[config.mk]
export PLATFORM = sky130hd
export DESIGN_NAME = calc_seq_ctl_flat
export DESIGN_NICKNAME = d
export VERILOG_FILES = /design/src/rtl/calc_pkg.sv /design/src/rtl/calc_seq_ctl_if.sv /design/src/rtl/bcd2_updown.sv /design/src/rtl/calc_seq_ctl.sv /design/src/flat_wrapper.sv
export SDC_FILE = /design/constraint.sdc
export NUM_CORES = 1
export LEC_CHECK = 0
export CAP_MARGIN = 20
export CORE_ASPECT_RATIO = 0.9
export CORE_MARGIN = 3
export CORE_UTILIZATION = 52
export CTS_CLUSTER_DIAMETER = 150
export CTS_CLUSTER_SIZE = 25
export DETAILED_ROUTE_END_ITERATION = 8
export PLACE_DENSITY = 0.8
export SLEW_MARGIN = 20
export SYNTH_ARGS = -nofsm -noshare
export SYNTH_HDL_FRONTEND = slang
export SYNTH_SLANG_ARGS = --single-unit
[constraint.sdc]
create_clock -name clk -period 2.25 [get_ports clk]
set_input_delay 0.3375 -clock clk [delete_from_list [all_inputs] [get_ports clk]]
set_output_delay 0.3375 -clock clk [all_outputs]
set_load 0.03 [all_outputs]
[src/rtl/calc_pkg.sv]
// calc_pkg: shared definitions for the keypad calculator sequencer.
//   - state_e : FSM state encoding (IDLE=0 .. SHOW=5), also driven on the state port
//   - op_e    : selected arithmetic operation
//   - DEF_KEY_*: default key codes used as parameter defaults by calc_seq_ctl
//   - is_digit: true for key codes 0-9
package calc_pkg;

    typedef enum logic [2:0] {
        ST_IDLE   = 3'd0,
        ST_GOT_A  = 3'd1,
        ST_GOT_OP = 3'd2,
        ST_GOT_B  = 3'd3,
        ST_EXEC   = 3'd4,
        ST_SHOW   = 3'd5
    } state_e;

    typedef enum logic {
        OP_ADD = 1'b0,
        OP_SUB = 1'b1
    } op_e;

    localparam logic [3:0] DEF_KEY_ADD = 4'hA;
    localparam logic [3:0] DEF_KEY_SUB = 4'hB;
    localparam logic [3:0] DEF_KEY_EQ  = 4'hE;
    localparam logic [3:0] DEF_KEY_CLR = 4'hF;

    function automatic logic is_digit(input logic [3:0] k);
        return (k <= 4'd9);
    endfunction

endpackage

[src/rtl/calc_seq_ctl_if.sv]
// calc_seq_ctl_if: key-event input and display-side outputs of the calculator sequencer.
//   key/key_vld            : key code and single-cycle event strobe (from one_pulse)
//   opa/opb                : operands, BCD 0-9
//   res_tens/res_ones/neg  : result magnitude (BCD) and sign
//   busy/done              : execution in progress / one-cycle completion pulse
//   state                  : current FSM state encoding
// master: the key source / observer side.  slave: the sequencer.
interface calc_seq_ctl_if;
    logic [3:0] key;
    logic       key_vld;
    logic [3:0] opa;
    logic [3:0] opb;
    logic [3:0] res_tens;
    logic [3:0] res_ones;
    logic       neg;
    logic       busy;
    logic       done;
    logic [2:0] state;

    modport master (
        output key, key_vld,
        input  opa, opb, res_tens, res_ones, neg, busy, done, state
    );

    modport slave (
        input  key, key_vld,
        output opa, opb, res_tens, res_ones, neg, busy, done, state
    );
endinterface

[src/rtl/bcd2_updown.sv]
// bcd2_updown: 2-digit BCD counter holding the result magnitude.
//   clk, rst_n           : clock, asynchronous active-low reset
//   clr_i                : clear to 00 (highest priority)
//   load_i, load_*_i     : load a BCD value
//   inc_i                : BCD increment, ones 9->0 carries into tens
//   dec_i                : BCD decrement (present only when CALC_SUB_EN is defined)
//   tens_o, ones_o       : current digits
//   zero_o               : magnitude is 00
// Macro CALC_SUB_EN: adds the dec_i port and the decrement path.
module bcd2_updown (
    input  logic       clk,
    input  logic       rst_n,
    input  logic       clr_i,
    input  logic       load_i,
    input  logic [3:0] load_tens_i,
    input  logic [3:0] load_ones_i,
    input  logic       inc_i,
`ifdef CALC_SUB_EN
    input  logic       dec_i,
`endif
    output logic [3:0] tens_o,
    output logic [3:0] ones_o,
    output logic       zero_o
);

    logic [3:0] tens_q, tens_d;
    logic [3:0] ones_q, ones_d;

    always_comb begin
        tens_d = tens_q;
        ones_d = ones_q;
        if (clr_i) begin
            tens_d = 4'd0;
            ones_d = 4'd0;
        end else if (load_i) begin
            tens_d = load_tens_i;
            ones_d = load_ones_i;
        end else if (inc_i) begin
            if (ones_q == 4'd9) begin
                ones_d = 4'd0;
                tens_d = (tens_q == 4'd9) ? 4'd0 : tens_q + 4'd1;
            end else begin
                ones_d = ones_q + 4'd1;
            end
        end
`ifdef CALC_SUB_EN
        else if (dec_i) begin
            if (ones_q == 4'd0) begin
                ones_d = 4'd9;
                tens_d = (tens_q == 4'd0) ? 4'd9 : tens_q - 4'd1;
            end else begin
                ones_d = ones_q - 4'd1;
            end
        end
`endif
    end

    always_ff @(posedge clk or negedge rst_n) begin
        if (!rst_n) begin
            tens_q <= 4'd0;
            ones_q <= 4'd0;
        end else begin
            tens_q <= tens_d;
            ones_q <= ones_d;
        end
    end

    assign tens_o = tens_q;
    assign ones_o = ones_q;
    assign zero_o = (tens_q == 4'd0) && (ones_q == 4'd0);

endmodule

[src/rtl/calc_seq_ctl.sv]
// calc_seq_ctl: keypad calculator sequencer between one_pulse and scan_ctl.
// Steps through operand A / operator / operand B / equals entry, then runs an
// iterative BCD add (or subtract) taking opb steps, and holds the result for display.
//   clk, rst_n : clock, asynchronous active-low reset
//   bus        : calc_seq_ctl_if.slave (key events in, operands/result/status out)
// Macro CALC_SUB_EN: enables KEY_SUB, the subtract path and the neg output.
// Without it KEY_SUB is an ignored key, the operation is always add and neg is 0.
module calc_seq_ctl
    import calc_pkg::*;
#(
    parameter logic [3:0] KEY_ADD = DEF_KEY_ADD,
`ifdef CALC_SUB_EN
    parameter logic [3:0] KEY_SUB = DEF_KEY_SUB,
`endif
    parameter logic [3:0] KEY_EQ  = DEF_KEY_EQ,
    parameter logic [3:0] KEY_CLR = DEF_KEY_CLR
) (
    input  logic           clk,
    input  logic           rst_n,
    calc_seq_ctl_if.slave  bus
);

    state_e     state_q;
    logic [3:0] opa_q;
    logic [3:0] opb_q;
    logic [3:0] cnt_q;
    logic       busy_q;
    logic       done_q;
`ifdef CALC_SUB_EN
    op_e        op_q;
    logic       neg_q;
    logic       key_sub;
    logic       res_dec;
`endif

    logic       key_digit, key_op, key_eq, key_clr;
    logic       step;
    logic       res_clr, res_load, res_inc, res_zero;
    logic [3:0] res_tens, res_ones;

    // Key decode; anything that is not a digit or an enabled command code falls through.
    always_comb begin
        key_digit = bus.key_vld && is_digit(bus.key);
        key_eq    = bus.key_vld && (bus.key == KEY_EQ);
        key_clr   = bus.key_vld && (bus.key == KEY_CLR);
`ifdef CALC_SUB_EN
        key_sub   = bus.key_vld && (bus.key == KEY_SUB);
        key_op    = (bus.key_vld && (bus.key == KEY_ADD)) || key_sub;
`else
        key_op    = bus.key_vld && (bus.key == KEY_ADD);
`endif
    end

    // Result counter control. A step happens on every EXEC cycle with steps left;
    // clear wins, so an abort mid-EXEC discards the partial result.
    always_comb begin
        step     = (state_q == ST_EXEC) && (cnt_q != 4'd0) && !key_clr;
        res_clr  = key_clr || ((state_q == ST_SHOW) && key_digit);
        res_load = (state_q == ST_GOT_B) && key_eq;
`ifdef CALC_SUB_EN
        // Subtract counts the magnitude down to zero, then flips sign and counts up.
        res_dec  = step && (op_q == OP_SUB) && !neg_q && !res_zero;
        res_inc  = step && !res_dec;
`else
        res_inc  = step;
`endif
    end

    bcd2_updown u_res (
        .clk         (clk),
        .rst_n       (rst_n),
        .clr_i       (res_clr),
        .load_i      (res_load),
        .load_tens_i (4'd0),
        .load_ones_i (opa_q),
        .inc_i       (res_inc),
`ifdef CALC_SUB_EN
        .dec_i       (res_dec),
`endif
        .tens_o      (res_tens),
        .ones_o      (res_ones),
        .zero_o      (res_zero)
    );

    always_ff @(posedge clk or negedge rst_n) begin
        if (!rst_n) begin
            state_q <= ST_IDLE;
            opa_q   <= 4'd0;
            opb_q   <= 4'd0;
            cnt_q   <= 4'd0;
            busy_q  <= 1'b0;
            done_q  <= 1'b0;
`ifdef CALC_SUB_EN
            op_q    <= OP_ADD;
            neg_q   <= 1'b0;
`endif
        end else begin
            done_q <= 1'b0;
            if (key_clr) begin
                state_q <= ST_IDLE;
                opa_q   <= 4'd0;
                opb_q   <= 4'd0;
                cnt_q   <= 4'd0;
                busy_q  <= 1'b0;
`ifdef CALC_SUB_EN
                op_q    <= OP_ADD;
                neg_q   <= 1'b0;
`endif
            end else begin
                case (state_q)
                    ST_IDLE: begin
                        if (key_digit) begin
                            opa_q   <= bus.key;
                            state_q <= ST_GOT_A;
                        end
                    end
                    ST_GOT_A: begin
                        if (key_digit) begin
                            opa_q <= bus.key;
                        end else if (key_op) begin
`ifdef CALC_SUB_EN
                            op_q <= key_sub ? OP_SUB : OP_ADD;
`endif
                            state_q <= ST_GOT_OP;
                        end
                    end
                    ST_GOT_OP: begin
                        if (key_digit) begin
                            opb_q   <= bus.key;
                            state_q <= ST_GOT_B;
                        end
`ifdef CALC_SUB_EN
                        else if (key_op) begin
                            op_q <= key_sub ? OP_SUB : OP_ADD;
                        end
`endif
                    end
                    ST_GOT_B: begin
                        if (key_digit) begin
                            opb_q <= bus.key;
                        end else if (key_eq) begin
                            cnt_q   <= opb_q;
                            busy_q  <= 1'b1;
                            state_q <= ST_EXEC;
`ifdef CALC_SUB_EN
                            neg_q   <= 1'b0;
`endif
                        end
`ifdef CALC_SUB_EN
                        else if (key_op) begin
                            op_q <= key_sub ? OP_SUB : OP_ADD;
                        end
`endif
                    end
                    ST_EXEC: begin
                        if (cnt_q != 4'd0) begin
                            cnt_q <= cnt_q - 4'd1;
`ifdef CALC_SUB_EN
                            // Crossing zero while subtracting: sign flips on this step.
                            if ((op_q == OP_SUB) && !neg_q && res_zero) begin
                                neg_q <= 1'b1;
                            end
`endif
                        end else begin
                            busy_q  <= 1'b0;
                            done_q  <= 1'b1;
                            state_q <= ST_SHOW;
                        end
                    end
                    ST_SHOW: begin
                        if (key_digit) begin
                            opa_q   <= bus.key;
                            opb_q   <= 4'd0;
                            state_q <= ST_GOT_A;
`ifdef CALC_SUB_EN
                            neg_q   <= 1'b0;
`endif
                        end
                    end
                    default: state_q <= ST_IDLE;
                endcase
            end
        end
    end

    assign bus.opa      = opa_q;
    assign bus.opb      = opb_q;
    assign bus.res_tens = res_tens;
    assign bus.res_ones = res_ones;
    assign bus.busy     = busy_q;
    assign bus.done     = done_q;
    assign bus.state    = state_q;
`ifdef CALC_SUB_EN
    assign bus.neg      = neg_q;
`else
    assign bus.neg      = 1'b0;
`endif

endmodule

[src/flat_wrapper.sv]
// flat-port wrapper written by rule: the top's interface ports become plain ports
module calc_seq_ctl_flat import calc_pkg::*;
#(
    parameter logic [3:0] KEY_ADD = DEF_KEY_ADD,

    parameter logic [3:0] KEY_EQ  = DEF_KEY_EQ,
    parameter logic [3:0] KEY_CLR = DEF_KEY_CLR
)
  (clk, rst_n, bus_key, bus_key_vld, bus_opa, bus_opb, bus_res_tens, bus_res_ones, bus_neg, bus_busy, bus_done, bus_state);
  calc_seq_ctl_if bus_i ();
  input  logic clk;
  input  logic rst_n;
  input wire logic [$bits(bus_i.key)-1:0] bus_key;
  input wire logic [$bits(bus_i.key_vld)-1:0] bus_key_vld;
  output wire logic [$bits(bus_i.opa)-1:0] bus_opa;
  output wire logic [$bits(bus_i.opb)-1:0] bus_opb;
  output wire logic [$bits(bus_i.res_tens)-1:0] bus_res_tens;
  output wire logic [$bits(bus_i.res_ones)-1:0] bus_res_ones;
  output wire logic [$bits(bus_i.neg)-1:0] bus_neg;
  output wire logic [$bits(bus_i.busy)-1:0] bus_busy;
  output wire logic [$bits(bus_i.done)-1:0] bus_done;
  output wire logic [$bits(bus_i.state)-1:0] bus_state;
  assign bus_i.key = bus_key;
  assign bus_i.key_vld = bus_key_vld;
  assign bus_opa = bus_i.opa;
  assign bus_opb = bus_i.opb;
  assign bus_res_tens = bus_i.res_tens;
  assign bus_res_ones = bus_i.res_ones;
  assign bus_neg = bus_i.neg;
  assign bus_busy = bus_i.busy;
  assign bus_done = bus_i.done;
  assign bus_state = bus_i.state;
  calc_seq_ctl #(.KEY_ADD(KEY_ADD), .KEY_EQ(KEY_EQ), .KEY_CLR(KEY_CLR)) u_core (.clk(clk), .rst_n(rst_n), .bus(bus_i));
endmodule
# --- Word level (Yosys, flattened, before mapping) ---
# Index checks and enable logic that the tools add are counted.
totals:
  register_bits: 25
  latch_bits: 0
  ram_bits: 0
  romBits: 0
  input_bits: 7
  output_inout_bits: 22
  word_cells: 96
  n_memories: 0
classes:
  n_addsub: 3
  mul: 0
  div: 0
  magnitude_cmp: 1
  eq_ne: 20
  n_shift: 0
  mux: 37
  n_bitwise: 0
  n_reduce_logical: 27
ops:
  columns: ["operator", "n"]
  rows:
  - ["4-bit 2-to-1 mux", 18]
  - ["3-bit 2-to-1 mux", 8]
  - ["4-bit equality test, second input constant", 5]
  - ["3-bit by 1-bit inequality test with 1-bit output, second input constant", 6]
  - ["4-bit one-hot mux with 2 select lines", 2]
  - ["3-bit one-hot mux with 5 select lines", 1]
  - ["3-bit nonzero test", 4]
  - ["4-bit by 1-bit adder with 4-bit output, second input constant", 2]
  - ["1-bit logical AND", 8]
  - ["4-bit AND reduction", 2]
  - ["1-bit 2-to-1 mux", 7]
  - ["7-bit AND reduction", 1]
  - ["3-bit by 2-bit equality test with 1-bit output, second input constant", 2]
  - ["3-bit equality test, second input constant", 2]
  - ["3-bit by 2-bit inequality test with 1-bit output, second input constant", 2]
  - ["3-bit inequality test, second input constant", 2]
  - ["4-bit less-or-equal comparator, second input constant", 1]
  - ["2-bit AND reduction", 2]
  - ["2-bit nonzero test", 2]
  - ["4-bit nonzero test", 1]
  - ["2-bit OR reduction", 2]
  - ["4-bit by 1-bit subtractor with 4-bit output, second input constant", 1]
  - ["3-bit by 1-bit equality test with 1-bit output, second input constant", 1]
  - ["3-bit zero test", 1]
  - ["5 further kinds", 5]

# --- Depth between registers and ports, before layout ---
logic_depth:
  ltp_word: 7
  mapped_depth: 6
  mapped_depth_nobuf: 6

# --- By module ---
# A second synthesis with hierarchy kept.
hier_totals:
  hier_cells: 179
  area_unflattened_um2: 1595.3
modules_own_cells:
  columns: ["module", "instances", "cells_per_inst", "area_each_um2", "seq_area_each_um2"]
  rows:
  - ["calc_seq_ctl", 1, 120, 1097.3, 425.4]
  - ["bcd2_updown", 1, 59, 498.0, 200.2]

# --- Worst setup path after synthesis ---
# OpenSTA, ideal clock, no wires.
synth_timing:
  path_kind: "flip-flop to flip-flop"
  from: "reg u_core.state_q[0], in the netlist u_core.bus.state[0]"
  to: "reg u_core.u_res.tens_q[0], in the netlist u_core.u_res.tens_o[0]"
  setup_ns: 0.078
  arrival_ns: 1.853
  required_time_ns: 2.172
  slack_ns: 0.319
  path_stages_with_launch: 6
  path_buffers: 1
  period_less_slack_ns: 1.931
  cell_sequence: "dfrtp_1 buf_2 nor3b_4 nand4_4 or4b_1 a21oi_1"
synth_between:
  elab_chain_len: 5
  elab_cells_between_ends: 13
  cone_classes: "eq/ne (3); mux (2); reduce/logical (8)"
synth_rtl:
  columns: ["item", "line", "text"]
  rows:
  - ["from (decl)", "calc_seq_ctl.sv:23", "state_e state_q;"]
  - ["from (signal assigned)", "calc_seq_ctl.sv:87", "state_q <= ST_IDLE;"]
  - ["from (signal assigned)", "calc_seq_ctl.sv:100", "state_q <= ST_IDLE;"]
  - ["from (signal assigned)", "calc_seq_ctl.sv:114", "state_q <= ST_GOT_A;"]
  - ["3-bit equality test, on equally long branches", "calc_seq_ctl.sv:57, calc_seq_ctl.sv:58", null]
  - ["1-bit logical AND, on equally long branches", "calc_seq_ctl.sv:57, calc_seq_ctl.sv:58", null]
  - ["1-bit logical AND or 1-bit logical OR (tied branches)", "calc_seq_ctl.sv:57, calc_seq_ctl.sv:58", null]
  - ["3-bit nonzero test (no line)", null, null]
  - ["2-bit AND reduction (no line)", null, null]
  - ["to (signal assigned)", "bcd2_updown.sv:63", "tens_q <= tens_d;"]
  - ["to (decl)", "bcd2_updown.sv:26", "logic [3:0] tens_q, tens_d;"]
# Parallel ways exist; a longest one is shown, timed or not.
# A chain may end at the register's enable or synchronous reset.

# --- Worst setup path in the final report ---
layout_timing:
  from: "reg u_core.state_q[1], in the netlist u_core.bus.state[1]"
  to: "out bus_state[1]"
layout_lines:
  columns: ["item", "line", "text"]
  rows:
  - ["to (decl)", "flat_wrapper.sv:22", "output wire logic [$bits(bus_i.state)-1:0] bus_state;"]
# No word-level cell between the ends.

==> metrics.yaml <==
cts:
  hold_buffers: 0
  clk_pin_slew_ns: 0.14
  cts_buffer_depth: 2
  post_cts_buffers: 0
  cts-root-buf: "clkbuf_4"
  insertion_delay_ns: 0.32
  tritoncts: "built"
  clock-sinks: 25
  numCtsBuffers: 3
  cts_resized: 0
  cts_max_level: 1
synth:
  yosys-top-cells-area: "dfrtp_1, nand2_1, mux2i_1"
  ys_seq_area_frac: 0.401
  yosysTopAreaCell: "dfrtp_1"
  synth_fp_nets: 179
  netlist_area_mm2: 0.00156
  yosys_warnings: 0
  synth_top_area_frac: 0.401
  avgSynthCellArea_um2: 9.24
  ys_ff_latch: 25
  synthArstFlopShare: 1.00
  synth_edf_count: 0
  syn_inst: 169
  synth-main-ff-cell: "dfrtp_1"
  synthDistinctLibCells: 54
layout:
  regArea_um2: 626
  nFillCells: 228
  postLayoutCoreUtil: 0.688
  num_antenna_cells: 0
  final_design_area_no_fill_mm2: 0.00194
  area_delta_synth_final_pct: 24.0
  multi_input_comb_area_um2: 836
  nets: 214
  drive_above_1_share: 0.103
  fin_cells: 243
sta:
  drv_slew: 0
  finalSetupTns_ns: 0
  fin_hold_ws_ns: 0.370
  period_share: 0.930
  setup_slack_ns: 0.158
  finalClockSkew_ns: 0.00568
  fmax_mhz: 478
  setup_viol: 0
  rsz0062_at_grt: "false"
  hold_viol: 0
  layout_min_cycle_time_ns: 2.09
floorplanning:
  core_mm2: 0.00282
  rows: 18
  top_level_ports: 29
  die_w_um: 63.8
  chipHeight_um: 58.0
  die-area_mm2: 0.00370
  start_util: 0.555
setup_path:
  crit_path_end_kind: "output port"
  crit_path_start_kind: "flop"
  path_max_fanout: 14
  rr_worst_depth: 6
  worstPathArrival_ns: 1.75
  r2r-start: "u_core.cnt_q[0]"
  rrSetupSlack_ns: 0.33
  critPathBufInv: 1
  r2r-end: "u_core.u_res.tens_o[3]"
  crit_path_top_delay_cell: "clkdlybuf4s50_1"
  required_ns: 1.91
  crit_chain: "clkdlybuf4s50_1"
  critPathTopFamily: "buffers and inverters"
  crit_type: "flop to output port"
  cp_slowest_stage_delay_ns: 0.77
global_routing:
  grt_pass1_vias: 1482
  grt_max_degree: 26
  grt_pass1_wl_um: 6980
  overflow: 0
  track_usage: 0.237
  antenna_found_initial: 0
placement:
  io_buffers: 27
  dp_slack_ns: 0.0955
  routabilityCongestion: 0.921
  hpwl_um: 3030
  dpl.cell_count: 239
  placed_area_mm2: 0.00191
drt:
  wl_per_cell_um: 16.6
  dr.pass1.iters: 4
  ant_nets: 0
  num_vias: 1471
  wl_um: 4040
  drt_iter0_drc: 134
  routed_via_density: 6.05
  drcViolationCount: 0
flow_run:
  maxCapViolCount: 0
power_and_ir_drop:
  powerDensity_mw_per_mm2: 1150
  irDropWorstVdd_v: 0.000869
  total_power_mw: 2.22
  leakage_nw: 0.842
run_status:
  outcome: "finished, final reports clean"
hold_path:
  min_path_type: "input port to async pin"
## final cells by class
type | count | share of cell area
inverters | 14 | 0.0271
flip-flops and latches | 25 | 0.323
clock buffers | 3 | 0.0116
clock inverters | 1 | 0.00258
multi-input cells | 123 | 0.432
repair buffers | 37 | 0.178
well taps | 40 | 0.0258
## report_power, final
group / total, mW / leakage, nW / internal [mW] / switching, mW
combinational: 1.15 / 0.505 / 0.511 / 0.641
clock: 0.203 / 0.0177 / 0.0666 / 0.136
sequential: 0.866 / 0.319 / 0.615 / 0.252
## synth_stat cells (all sizes together), types with 4 or more instances
master and number:
and3 4, a21oi 8, o21ai 10, buf 5, a22o 5, nor2 6, nand4 6, mux2i 6
dfrtp 25, nand2 18, inv 14, o211ai 5, nand3 7
## placed cells by master, fill, tap and decap left out, drive strengths merged, types with 7 or more instances in the layout
cell type / Yosys / final
a21oi: 8 / 8
nand2: 18 / 18
dfrtp: 25 / 25
clkdlybuf4s50: 0 / 27
buf: 5 / 10
o21ai: 10 / 10
inv: 14 / 14
nand3: 7 / 7
## layer usage
metal / track usage / wire, µm
met1: 0.329 / 1840
met2: 0.376 / 1940
met3: 0.0562 / 238
met4: 0.0585 / 25
met5: 0 / 0
## how the worst max path moves through the flow
stage	start	to	depth (start not counted)
after floorplan	u_core.bus.state[0]	u_core.u_res.tens_o[0]	5
after detailed placement	bus_key[2]	u_core.u_res.tens_o[3]	5
after global placement	bus_key[2]	u_core.u_res.tens_o[3]	5
after CTS	u_core.bus.state[1]	bus_state[1]	1
final	u_core.bus.state[1]	bus_state[1]	1
after global routing	u_core.bus.state[1]	bus_state[1]	1
## kinds of logic (layout without fill, tap and decap cells)
group / after synthesis / after routing / synth area share
compound gates: 50 / 50 / 0.224
fa+ha+maj: 3 / 3 / 0.0240
buf+inv: 21 / 55 / 0.0641
flops: 25 / 25 / 0.401
mux: 6 / 6 / 0.0385
other cells: 1 / 1 / 0.00240
simple gates: 63 / 63 / 0.246
## flip-flops by register name, summed over array words and instances (netlist names)
name                 count
u_core.bus.opa           4
u_core.u_res.ones_o      4
u_core.bus.opb           4
u_core.u_res.tens_o      4
u_core.bus.state         3
u_core.cnt_q             4
u_core.bus.busy          1
u_core.bus.done          1
Power figures use the tool's default switching activity.
